==> config.mk <==
export PLATFORM = sky130hd
export DESIGN_NAME = comp_seq_slicer
export DESIGN_NICKNAME = d
export VERILOG_FILES = /design/src/rtl/comp_seq_slicer.sv
export SDC_FILE = /design/constraint.sdc
export NUM_CORES = 1
export LEC_CHECK = 0
export CORE_ASPECT_RATIO = 0.9
export CORE_MARGIN = 1.5
export CORE_UTILIZATION = 53
export CTS_BUF_LIST = sky130_fd_sc_hd__clkbuf_8
export DETAILED_ROUTE_END_ITERATION = 6
export GPL_TIMING_DRIVEN = 0
export PLACE_DENSITY = 0.79
export SYNTH_ARGS = -nofsm -noshare
export SYNTH_HDL_FRONTEND = slang
export SYNTH_SLANG_ARGS = --single-unit
==> constraint.sdc <==
create_clock -name clk -period 2.39 [get_ports clk]
set_clock_uncertainty 0.2 [all_clocks]
set_input_delay 0.478 -clock clk [delete_from_list [all_inputs] [get_ports clk]]
set_output_delay 0.478 -clock clk [all_outputs]
set_load 0.05 [all_outputs]
==> src/rtl/comp_seq_slicer.sv <==
// Sequential WIDTH-bit magnitude comparator: walks 2-bit slices MSB-first, one per cycle.
// Define COMP_SIGNED_EN for two's-complement ordering (operand MSB inverted before compare).
module comp_seq_slicer #(
   parameter int unsigned WIDTH = 8
) (
   input  logic             clk,
   input  logic             rst,
   input  logic             in_valid,
   output logic             in_ready,
   input  logic [WIDTH-1:0] a,
   input  logic [WIDTH-1:0] b,
   output logic             out_valid,
   input  logic             out_ready,
   output logic             g,
   output logic             l,
   output logic             e,
   output logic             busy
);

   localparam int unsigned NS = WIDTH / 2;
   localparam int unsigned IW = (NS > 1) ? $clog2(NS) : 1;

   typedef enum logic [1:0] {S_IDLE, S_RUN, S_DONE} state_t;

   state_t           state_q, state_d;
   logic [WIDTH-1:0] a_q, a_d, b_q, b_d;
   logic [IW-1:0]    idx_q, idx_d;
   logic             g_q, g_d, l_q, l_d, e_q, e_d;
   logic             out_valid_q, out_valid_d;
   logic [WIDTH-1:0] a_eff, b_eff;
   logic [1:0]       sa, sb;

`ifdef COMP_SIGNED_EN
   // Flipping the sign bit maps two's-complement order onto unsigned order.
   assign a_eff = {~a_q[WIDTH-1], a_q[WIDTH-2:0]};
   assign b_eff = {~b_q[WIDTH-1], b_q[WIDTH-2:0]};
`else
   assign a_eff = a_q;
   assign b_eff = b_q;
`endif

   assign sa = 2'(a_eff >> {idx_q, 1'b0});
   assign sb = 2'(b_eff >> {idx_q, 1'b0});

   // State and datapath registers
   always_ff @(posedge clk or posedge rst) begin
      if (rst) begin
         state_q     <= S_IDLE;
         a_q         <= '0;
         b_q         <= '0;
         idx_q       <= '0;
         g_q         <= 1'b0;
         l_q         <= 1'b0;
         e_q         <= 1'b0;
         out_valid_q <= 1'b0;
      end else begin
         state_q     <= state_d;
         a_q         <= a_d;
         b_q         <= b_d;
         idx_q       <= idx_d;
         g_q         <= g_d;
         l_q         <= l_d;
         e_q         <= e_d;
         out_valid_q <= out_valid_d;
      end
   end

   // Next-state logic
   always_comb begin
      state_d = state_q;
      unique case (state_q)
         S_IDLE: if (in_valid) state_d = S_RUN;
         S_RUN:  if ((sa != sb) || (idx_q == '0)) state_d = S_DONE;
         S_DONE: if (out_ready) state_d = S_IDLE;
         default: state_d = S_IDLE;
      endcase
   end

   // Datapath next values; the result is only written on the RUN->DONE step
   always_comb begin
      a_d         = a_q;
      b_d         = b_q;
      idx_d       = idx_q;
      g_d         = g_q;
      l_d         = l_q;
      e_d         = e_q;
      out_valid_d = out_valid_q;
      unique case (state_q)
         S_IDLE: begin
            if (in_valid) begin
               a_d   = a;
               b_d   = b;
               idx_d = IW'(NS - 1);
               g_d   = 1'b0;
               l_d   = 1'b0;
               e_d   = 1'b0;
            end
         end
         S_RUN: begin
            if (sa > sb) begin
               g_d         = 1'b1;
               out_valid_d = 1'b1;
            end else if (sa < sb) begin
               l_d         = 1'b1;
               out_valid_d = 1'b1;
            end else if (idx_q == '0) begin
               e_d         = 1'b1;
               out_valid_d = 1'b1;
            end else begin
               idx_d = idx_q - IW'(1);
            end
         end
         S_DONE: begin
            if (out_ready) begin
               out_valid_d = 1'b0;
               g_d         = 1'b0;
               l_d         = 1'b0;
               e_d         = 1'b0;
            end
         end
         default: ;
      endcase
   end

   // Outputs decoded from registered state
   always_comb begin
      in_ready  = (state_q == S_IDLE) && !rst;
      busy      = (state_q != S_IDLE);
      out_valid = out_valid_q;
      g         = g_q;
      l         = l_q;
      e         = e_q;
   end

endmodule

==> impl_metrics.tcl <==
set metrics [dict create \
    cts_buffer_depth 2 \
    ys_seq_area_share_pct 46.6 \
    worstReg2RegStart "idx_q[0]" \
    start_util_pct 57.4 \
    syn2layout_area_growth_pct 25.9 \
    fp.dieH_um 49.8 \
    holdPathEnd "a_eff[6]" \
    ant_nets 0 \
    crit_required_ps 2320 \
    finalSetupViolations 0 \
    dr.max_layer_used "met4" \
    wl_per_cell_um 15.5 \
    final.fill_count 157 \
    startpoint_type "register" \
    cts_root_buffer "clkbuf_8" \
    diodes 0 \
    min_path_type "reg -> reg" \
    ff2ff_setup_slack_ps 90 \
    cts_made_buffers 3 \
    tightestPinTransition_ps 910 \
    antenna_found_initial 0 \
    drive_gt1_share_pct 21.5 \
    crit_type "reg -> reg" \
    core_area_sq_mm 0.00224 \
    holdPathStages 1 \
    hold_violations 0 \
    yosysUniqueCellTypes 33 \
    crit_family "simple AND/OR/NAND/NOR gates" \
    synth.avg_cell_area_sq_um 12.6 \
    remaining_drc_errors 0 \
    drt_first_pass_iters 4 \
    crit_chain "clkbuf_2, mux4_2, ha_1, nand2_2, nor2b_1, and4_1, a311oi_2" \
    final_cells 157 \
    io_buffer_count 25 \
    syn_area_sq_mm 0.00129 \
    clk_pin_slew_ps 80 \
    cts_setup_buffers 0 \
    routed-wl-met2_mm 1.26 \
    rr_endpoint "idx_q[1]" \
    cts_tree "yes" \
    wl_mm 2.44 \
    syn_inst 102 \
    grt_max_degree 25 \
    grt_pass1_wl_mm 4.22 \
    slew_headroom_pct 39.3 \
    drv_slew 0 \
    synthFlopType "dfrtp_1" \
    crit_slowest_cell "mux4_2" \
    ys_warn_count 0 \
    fmax_ghz 0.435 \
    clock_sinks 24 \
    power_leakage_nw 0.721 \
    synth_edf_count 0 \
    drtIter0Drc 4 \
    async_flop_share_pct 100 \
    wl_met1_mm 1.02 \
    die-area_sq_mm 0.00273 \
    grt_usage_pct 21.9 \
    timing.final.crit_share_pct 96.2 \
    p_per_area_mw_per_mm2 1440 \
    vias_per_cell 5.52 \
    worstSetupPathDepth 7 \
    rows 16 \
    setup_tns_ps 0 \
    worstSkewPairLatency_ps 260 \
    maxCapViolCount 0 \
    min_period_ps 2300 \
    r2r_cells 7 \
    wl_met3_um 114 \
    place_inst 154 \
    hpwl_mm 1.92 \
    status "complete, no violations" \
    synth_nets 130 \
    ios 26 \
    cts_max_level 1 \
    crit_path_end_kind "register" \
    ir_drop_mv 1.01 \
    gr-total-overflow 0 \
    routabilityCongestion 0.799 \
    cp_num_buf_inv 1 \
    crit_fanout 7 \
    critical_path_arrival_ps 2230 \
    max_stage_delay_ps 520 \
    vias 867 \
    grt_pass1_vias 943 \
    die_w_um 55.0 \
    synth-seq-cells 24 \
    worstHoldStart "a_eff[6]" \
    fin_nets 160 \
]
==> sequential cells by signal (all words and copies together), names as in the netlist <==
name / count
state_q: 2
b_eff: 8
a_eff: 8
idx_q: 2
out_valid: 1
g: 1
l: 1
e: 1
==> how the worst max path moves through the flow <==
stage | endpoint | start
3_5_place_dp | in_ready | rst
4_1_cts | idx_q[1] | idx_q[1]
5_1_grt | idx_q[1] | idx_q[0]
6_report | idx_q[1] | idx_q[0]
3_3_place_gp | in_ready | rst
2_1_floorplan | in_ready | state_q[0]
==> stage by stage <==
step / cell area (sq um) / utilization (%) / hold slack, ps / setup slack (ps) / power [mW]
after floorplan: 1290 / - / 259 / 22.7 / 1.74
after global placement: 1570 / 70.1 / 271 / -64.8 / 2.02
after detailed placement: 1570 / 70.1 / 279 / -87.5 / 2.09
after CTS: 1610 / 71.9 / 301 / 4.33 / 2.32
after global routing: 1620 / 72.3 / 316 / -6.93 / 2.55
final: 1620 / 72.3 / 296 / 90.3 / 2.34
==> synth_stat cells (2+ instances only) <==
library cell	instances	area share [%]
nor2_1	4	1.2
a311oi_1	2	1.4
o21ai_0	5	1.9
nand2b_1	2	0.97
ha_1	8	7.8
dfrtp_1	24	47
mux2_1	10	8.7
mux4_2	4	7.0
mux2_2	6	5.2
inv_1	12	3.5
a21oi_1	2	0.78
and4_1	2	1.4
==> what timing repair did <==
item                                    in CTS  in global routing
endpoints found under the setup margin       2                  6
gates resized for setup                      4                  7
hold buffers                                 0                  0
hold endpoints to repair                     0                  0
==> kinds of logic after synthesis <==
| family | synth area share, % |
|---|---|
| buf+inv | 4.86 |
| mux | 22.2 |
| simple gates | 7.58 |
| fa+ha+maj | 7.77 |
| compound gates | 11.0 |
| flops | 46.6 |
==> layout by cell type, fill, tap and decap left out, drive strengths merged, types with 2 or more instances in the layout <==
master,instances
and4,2
buf,3
clkbuf,4
a21oi,4
nor2,4
nand2b,3
mux4,4
mux2,17
ha,8
nand2,2
o21ai,6
a311oi,2
dfrtp,24
clkdlybuf4s50,23
inv,12
==> power breakdown <==
group	total, mW	internal, mW	switching (mW)
Clock	0.232	0.113	0.119
Combinational	1.40	0.643	0.762
Sequential	0.703	0.602	0.101
Total	2.34	1.36	0.983
==> cell type report <==
type	instances	area, sq um	share of cell area (%)
Buffer	3	20.0	1.24
Clock buffer	3	41.3	2.55
Inverter	12	45.0	2.78
Multi-Input combinational cell	63	636	39.2
Sequential cell	24	601	37.1
Tap cell	27	33.8	2.08
Timing Repair Buffer	25	244	15.1
==> routing by layer <==
layer / vias up / track usage [%]
met5: - / 0
met4: 0 / 9.35
met3: 4 / 7.58
met2: 20 / 34.7
met1: 423 / 26.4
li1: 420 / -
(Power assumes the default switching activity.)
